File: config.mk
export PLATFORM = sky130hd
export DESIGN_NAME = btb_update_ctrl
export DESIGN_NICKNAME = d
export VERILOG_FILES = /design/src/rtl/btb_update_ctrl.sv
export SDC_FILE = /design/constraint.sdc
export NUM_CORES = 1
export LEC_CHECK = 0
export CORE_MARGIN = 5
export CORE_UTILIZATION = 53
export DETAILED_ROUTE_END_ITERATION = 16
export PLACE_DENSITY_LB_ADDON = 0.12
export SLEW_MARGIN = 20
export SYNTH_ARGS = -nofsm -noshare
export SYNTH_HDL_FRONTEND = slang
export SYNTH_SLANG_ARGS = --single-unit
export TNS_END_PERCENT = 20
File: constraint.sdc
create_clock -name CLK -period 3.2 [get_ports CLK]
set_input_delay 0.64 -clock CLK [delete_from_list [all_inputs] [get_ports CLK]]
set_output_delay 0.64 -clock CLK [all_outputs]
set_load 0.02 [all_outputs]
File: src/rtl/btb_update_ctrl.sv
// BTB write-port scheduler: queues branch-resolution updates (hashed index stored at enqueue)
// and runs a set-by-set clear walk on flush requests.
module btb_update_ctrl #(
  parameter int BTB_INDEX_WIDTH                = 8,
  parameter int LOG_BTB_NWAY_ENTRIES_PER_BLOCK = 2,
  parameter int ASID_WIDTH                     = 9,
  parameter int BTB_ENTRY_WIDTH                = 40,
  parameter int UPD_FIFO_DEPTH                 = 4
) (
  input  logic                                      CLK,
  input  logic                                      RST,
  input  logic                                      upd_valid,
  output logic                                      upd_ready,
  input  logic [31:0]                               upd_PC,
  input  logic [ASID_WIDTH-1:0]                     upd_ASID,
  input  logic [BTB_ENTRY_WIDTH-1:0]                upd_payload,
  input  logic                                      flush_req,
  output logic                                      flush_busy,
  output logic                                      flush_done,
  output logic                                      btb_wr_valid,
  input  logic                                      btb_wr_ready,
  output logic                                      btb_wr_clear,
  output logic [BTB_INDEX_WIDTH-1:0]                btb_wr_index,
  output logic [LOG_BTB_NWAY_ENTRIES_PER_BLOCK-1:0] btb_wr_entry,
  output logic [BTB_ENTRY_WIDTH-1:0]                btb_wr_payload
);

  localparam int PTR_W  = $clog2(UPD_FIFO_DEPTH);
  localparam int IDX_LO = LOG_BTB_NWAY_ENTRIES_PER_BLOCK + 1;
  localparam int IDX_HI = BTB_INDEX_WIDTH + LOG_BTB_NWAY_ENTRIES_PER_BLOCK;
  localparam logic [BTB_INDEX_WIDTH-1:0] CNT_ONE = 1;
  localparam logic [PTR_W:0]             PTR_ONE = 1;

  typedef enum logic {IDLE, FLUSH} state_t;

  state_t                      state, state_next;
  logic [BTB_INDEX_WIDTH-1:0]  flush_cnt, flush_cnt_next;
  logic                        flush_done_next;
  logic                        fifo_discard;

  logic [BTB_INDEX_WIDTH-1:0]                fifo_index   [UPD_FIFO_DEPTH];
  logic [LOG_BTB_NWAY_ENTRIES_PER_BLOCK-1:0] fifo_entry   [UPD_FIFO_DEPTH];
  logic [BTB_ENTRY_WIDTH-1:0]                fifo_payload [UPD_FIFO_DEPTH];
  logic [PTR_W:0]                            wr_ptr, rd_ptr;
  logic                                      fifo_empty, fifo_full, enq, deq;

  logic [BTB_INDEX_WIDTH-1:0] asid_ext, hash_index;
  logic                       unused_pc_bits;

  // ASID is fitted to the index width before hashing
  generate
    if (ASID_WIDTH > BTB_INDEX_WIDTH) begin : g_asid_trunc
      logic unused_asid_bits;
      assign asid_ext         = upd_ASID[BTB_INDEX_WIDTH-1:0];
      assign unused_asid_bits = ^upd_ASID[ASID_WIDTH-1:BTB_INDEX_WIDTH];
    end else if (ASID_WIDTH == BTB_INDEX_WIDTH) begin : g_asid_same
      assign asid_ext = upd_ASID;
    end else begin : g_asid_ext
      assign asid_ext = {{(BTB_INDEX_WIDTH-ASID_WIDTH){1'b0}}, upd_ASID};
    end
  endgenerate

  assign hash_index     = upd_PC[IDX_HI:IDX_LO] ^ asid_ext;
  assign unused_pc_bits = ^{upd_PC[31:IDX_HI+1], upd_PC[0]};

  assign fifo_empty = (wr_ptr == rd_ptr);
  assign fifo_full  = (wr_ptr[PTR_W-1:0] == rd_ptr[PTR_W-1:0]) && (wr_ptr[PTR_W] != rd_ptr[PTR_W]);
  assign upd_ready  = !RST && !fifo_full && (state == IDLE) && !flush_req;
  assign enq        = upd_valid && upd_ready;
  assign deq        = (state == IDLE) && btb_wr_valid && btb_wr_ready;
  assign flush_busy = (state == FLUSH);

  always_comb begin
    state_next      = state;
    flush_cnt_next  = flush_cnt;
    flush_done_next = 1'b0;
    fifo_discard    = 1'b0;
    case (state)
      IDLE: begin
        if (flush_req) begin
          state_next     = FLUSH;
          flush_cnt_next = '0;
          fifo_discard   = 1'b1;
        end
      end
      FLUSH: begin
        // a new request restarts the walk and suppresses done for the aborted one
        if (flush_req) begin
          flush_cnt_next = '0;
        end else if (btb_wr_ready) begin
          flush_cnt_next = flush_cnt + CNT_ONE;
          if (flush_cnt == '1) begin
            state_next      = IDLE;
            flush_done_next = 1'b1;
          end
        end
      end
      default: state_next = IDLE;
    endcase
  end

  always_comb begin
    btb_wr_valid   = 1'b0;
    btb_wr_clear   = 1'b0;
    btb_wr_index   = fifo_index[rd_ptr[PTR_W-1:0]];
    btb_wr_entry   = fifo_entry[rd_ptr[PTR_W-1:0]];
    btb_wr_payload = fifo_payload[rd_ptr[PTR_W-1:0]];
    if (state == FLUSH) begin
      btb_wr_valid = 1'b1;
      btb_wr_clear = 1'b1;
      btb_wr_index = flush_cnt;
      btb_wr_entry = '0;
    end else begin
      btb_wr_valid = !fifo_empty && !flush_req;
    end
  end

  always_ff @(posedge CLK) begin
    if (RST) begin
      state      <= IDLE;
      flush_cnt  <= '0;
      flush_done <= 1'b0;
      wr_ptr     <= '0;
      rd_ptr     <= '0;
    end else begin
      state      <= state_next;
      flush_cnt  <= flush_cnt_next;
      flush_done <= flush_done_next;
      if (fifo_discard) begin
        wr_ptr <= '0;
        rd_ptr <= '0;
      end else begin
        if (enq) wr_ptr <= wr_ptr + PTR_ONE;
        if (deq) rd_ptr <= rd_ptr + PTR_ONE;
      end
    end
  end

  always_ff @(posedge CLK) begin
    if (enq) begin
      fifo_index[wr_ptr[PTR_W-1:0]]   <= hash_index;
      fifo_entry[wr_ptr[PTR_W-1:0]]   <= upd_PC[LOG_BTB_NWAY_ENTRIES_PER_BLOCK:1];
      fifo_payload[wr_ptr[PTR_W-1:0]] <= upd_payload;
    end
  end

endmodule

Yosys cells after proc, flatten, opt, wreduce, memory -nomap -nowiden --
Memories as Yosys holds them, arrays and structs flattened. A register that Yosys moved wholly into a read port is not among the register bits. Cells that the tools add are included.
Storage, ports and cells: input port bits 86, bits in read-only memories 0, word-level logic and storage cells 58, memory bits (writable) 200, latch bits 0, output and inout bits 55, register bits after elaboration 16, memories 3
Cells by class: div/mod/pow operators 0, multiplexer cells 23, $mul 0, reduce and logical (&&, ||, !) cells 15, equal/unequal tests 6, magnitude comparators 0, add/subtract/negate cells 3, shift-type cells 0, bitwise operators 3
Memory list:
- fifo_payload | depth 4, width 40, read ports 1, clocked after Yosys merged registers in 1, wr ports 1, RTL line 43 | logic [BTB_ENTRY_WIDTH-1:0] fifo_payload [UPD_FIFO_DEPTH];
- fifo_index | depth 4, width 8, read ports 1, clocked after Yosys merged registers in 1, wr ports 1, RTL line 41 | logic [BTB_INDEX_WIDTH-1:0] fifo_index [UPD_FIFO_DEPTH];
- fifo_entry | depth 4, width 2, read ports 1, clocked after Yosys merged registers in 1, wr ports 1, RTL line 42 | logic [LOG_BTB_NWAY_ENTRIES_PER_BLOCK-1:0] fifo_entry [UPD_FIFO_DEPTH];
Operators with widths (number):
- two-way mux 8 bit | 4
- one-hot mux 8 bit (2 select lines) | 1
- two-way mux 2 bit | 7
- two-way mux 1 bit | 10
- adder 8 x 1 -> 8 bit, second input constant | 1
- == test 8 bit, second input constant | 1
- logical AND 1 bit | 8
- XOR 8 bit | 1
- adder 3 x 1 -> 3 bit, second input constant | 2
- logical NOT 1 bit | 4
- OR reduction 4 bit | 1
- == test 3 bit | 1
- != test 3 bit, second input constant | 1
- == test 2 bit | 1
- != test 2 bit, second input constant | 1
- NOT 1 bit | 2
- one-hot mux 1 bit (2 select lines) | 1
- AND reduction 2 bit | 1
- OR reduction 2 bit | 1
- != test 1 bit | 1

Logic depth before layout (Yosys ltp) --
depth in word-level cells 9, gate-level depth with buffers 5, depth with buffers taken out 4

Least setup slack after synthesis --
Ideal clock, no wire load.
kind in2reg, start point input flush_req, end point memory fifo_entry[0][0], enable pin, slack 0.566 ns, required time 2.815 ns, stages 4, library setup time 0.385 ns, arrival 2.249 ns, cells stage by stage buf_6 or4b_4 a31oi_4 and2_2
On the way: cells in the longest elaborated chain, start to end 5
Ends and longest elaborated chain:
- start, declared | RTL line 17 | input logic flush_req,
- logical NOT 1 bit | RTL line 68 | assign upd_ready = !RST && !fifo_full && (state == IDLE) && !flush_req;
- logical AND 1 bit | RTL line 68
- logical AND 1 bit | RTL line 69 | assign enq = upd_valid && upd_ready;
- two-way mux 1 bit | RTL line 140 | if (enq) begin
- two-way mux 1 bit (implied by the code) | RTL line 142 | fifo_entry[wr_ptr[PTR_W-1:0]] <= upd_PC[LOG_BTB_NWAY_ENTRIES_PER_BLOCK:1];
- end, declared | RTL line 42
No other way between the ends.

==> run_results.csv <==
group,metric,value,unit
grt,grt_pass1_wl,24120,um
logic_synthesis,synth_seq_area_share,0.7675,
clock_tree,cts_tree,"done",
worst_setup_path,critPathArrivalTime,2410,ps
floorplanning,start_util,0.5436,
floorplanning,core_area,0.01526,mm2
timing,clock_skew,14.53,ps
power_and_ir_drop,power-per-cell-area,533.3,mW/mm2
routing,wl_per_cell,19.78,um
timing,worst_pin_slew,558.5,ps
logic_synthesis,synth.top_cell.area_share,0.7241,
layout,finalNonFillerCells,771,
clock_tree,htree_levels,1,
timing,rsz0062_at_grt,"no",
routing,wl,15250,um
timing,layout_min_cycle_time,3050,ps
logic_synthesis,yosys.area.top_type,"edfxtp_1",
outcome,status,"complete, no violations",
layout,drive_above_1_share,0.2071,
clock_tree,cts_sinks,218,
clock_tree,cts_buffer_depth,3,
logic_synthesis,synthFlopType,"edfxtp_1",
logic_synthesis,synth_seq_cells,218,
clock_tree,path_clk_slew,60,ps
worst_setup_path,start_kind,"flop",
timing,relSlewSlack,0.6250,
logic_synthesis,syn-num-nets,489,
run,maxCapViolCount,0,
power_and_ir_drop,seq_power_share,0.554,
floorplanning,rows,45,
worst_setup_path,end_kind,"primary output",
clock_tree,numCtsBuffers,22,
power_and_ir_drop,power.clock.fraction,0.398,
layout,fillerInstances,1011,
timing,setup-tns-final,0,ps
clock_tree,clockRootBuffer,"clkbuf_16",
worst_setup_path,path_max_fanout,19,
power_and_ir_drop,internal_power,4.552,mW
routing,via_count,4147,
placement,io_buffer_count,117,
worst_hold_path,worst_hold_path_type,"flop to flop",
logic_synthesis,postSynth.asyncResetShare,0,
clock_tree,clk_latency,500,ps
routing,dr.pass1.iters,4,
layout,n_antenna_cell,0,
timing,finalSetupViolations,0,
logic_synthesis,ys_types,35,
routing,met2_length,7906,um
floorplanning,die_area,0.01825,mm2
floorplanning,die_h,135.1,um
floorplanning,num_io_pins,141,
placement,placed_cells,726,
routing,drt-initial-drc-count,229,
logic_synthesis,synth-edff-count,200,
routing,drcViolationCount,0,
grt,grt_pass1_vias,4455,
power_and_ir_drop,p_sw,1.132,mW
logic_synthesis,synthCells,397,
routing,highest_layer,"met4",
timing,period_share,0.9531,
logic_synthesis,synth_warnings,0,
placement,gp_congestion,0.8194,
power_and_ir_drop,p_leak,3.402,nW
worst_setup_path,worst_ep_required_time,2560,ps
logic_synthesis,synthTopCellsByCount,"edfxtp_1 (200), mux4_2 (50), nand2_1 (30), dfxtp_1 (18), nor2_1 (13)",
routing,wl_met1,6166,um
logic_synthesis,avgSynthCellArea,20.89,um2
power_and_ir_drop,totalPowerFinal,5.684,mW
timing,fmax,327.9,MHz
logic_synthesis,netlist_area,0.008294,mm2
timing,drv_slew,0,
grt,grt_usage,0.1715,
grt,grt_max_degree,23,
logic_synthesis,netlist_top_cells_area,"edfxtp_1 (72%), mux4_2 (14%), dfxtp_1 (4.3%), nand2_1 (1.4%), xor2_1 (1.2%)",
grt,antenna_found_initial,0,
power_and_ir_drop,ir_worst_vdd,0.0004651,V
power_and_ir_drop,sw_frac_of_total,0.1991,
layout,finalNetCount,636,
grt,overflow,0,
routing,vias_per_cell,5.379,
routing,wl_met3,878,um
placement,hpwl,10120,um
routing,postRouteAntennaNets,0,
timing,hold_violations,0,
worst_setup_path,worstSetupPathType,"flop to primary output",
floorplanning,die_w,135.1,um
logic_synthesis,post-synth-top-count-cell,"edfxtp_1",
power_and_ir_drop,p_comb_frac,0.048,
layout,area_growth,28.51,%
-- power groups by stage --
stage	clock [mW]	combinational (mW)	sequential, mW
6_report	2.26	0.273	3.15
5_1_grt	2.44	0.293	3.15
4_1_cts	2.32	0.277	3.15
3_5_place_dp	0	0.273	3.21
3_3_place_gp	0	0.265	3.21
2_1_floorplan	0	0.102	3.20
-- layout by cell type, fill, tap and decap left out, types with 2 or more instances in the layout --
cell             netlist  routed
clkinv_1               0       6
nor3_1                 3       3
buf_12                 0      15
clkbuf_16              0      22
edfxtp_1             200     200
a31oi_4                2       2
mux4_2                50      50
a21oi_1                4       4
o21ai_0                3       3
and2_1                 2       2
xnor2_1               10      10
nor4_1                 3       3
dfxtp_1               18      15
nand4_1                2       2
nand3_1                4       4
clkdlybuf4s50_1        0     117
and2_2                 3       3
nand2_1               30      30
clkinv_2               0       4
xor2_1                11      11
dfxtp_2                0       2
nor2_1                13      13
clkbuf_1               7       5
ha_1                   6       6
inv_1                  4       4
buf_4                  1       8
-- per-layer routing --
metal,vias up,global-route usage
met5,-,0
met4,0,0.03807
met3,25,0.04359
met2,97,0.2967
met1,2130,0.2214
li1,1895,-
-- area by class of cell --
type,instances,area [um2],share of cell area
Clock buffer,27,569.3,0.05341
Clock inverter,13,75.07,0.007043
Inverter,4,15.01,0.001409
Multi-Input combinational cell,158,1832,0.1719
Sequential cell,218,6372,0.5978
Tap cell,211,264.0,0.02477
Timing Repair Buffer,140,1531,0.1437
-- flip-flops by register name (all words and copies together) (netlist names), named ones only --
| register | cells |
|---|---|
| flush_cnt | 8 |
| flush_done | 1 |
| wr_ptr | 3 |
| fifo_entry | 8 |
| rd_ptr | 3 |
| fifo_payload | 160 |
| fifo_index | 32 |
| flush_busy | 1 |
-- critical path, cell delays in order, from the launching register on --
cell	delay, ps
dfxtp_2	690
buf_4	300
mux4_2	360
clkdlybuf4s50_1	560
-- logic make-up (layout without fill, tap and decap cells) --
logic type / count (synthesis) / count (layout) / share of synthesized area
XOR/XNOR: 21 / 21 / 0.02217
buffers and inverters: 21 / 184 / 0.01162
adder cells (fa/ha/maj): 6 / 6 / 0.009051
multiplexers: 51 / 51 / 0.1370
AO/OA/AOI/OAI: 12 / 12 / 0.01252
flip-flops: 218 / 218 / 0.7675
AND/OR/NAND/NOR: 68 / 68 / 0.04013
-- worst paths after layout --
kind                startpoint            endpoint  slack, ps  depth (start not counted)
setup / recovery          flop  btb_wr_payload[35]        150                          3
hold / removal    flush_cnt[1]        flush_cnt[1]        490                          2
setup reg to reg    flush_busy    fifo_entry[1][1]       1030                          4
hold reg to reg   flush_cnt[1]        flush_cnt[1]        490                          2
-- stage by stage --
stage            util  area [um2]  setup slack (ps)  hold slack (ps)
3_3_place_gp   0.6522        9951             314.0            477.5
2_1_floorplan       -        8294             565.9            466.2
6_report       0.6986       10660             150.1            494.7
5_1_grt        0.6986       10660             67.36            528.1
3_5_place_dp   0.6522        9951             277.5            488.8
4_1_cts        0.6985       10660             107.7            497.3
-- timing repair --
action                     in CTS  in global routing
cloned                          0                  0
resized for setup               0                  1
hold buffers                    0                  0
setup endpoints to repair      10                  1
setup buffers                   5                  0
hold endpoints to repair        0                  0
Note: power is estimated with default switching activity, not from simulation.
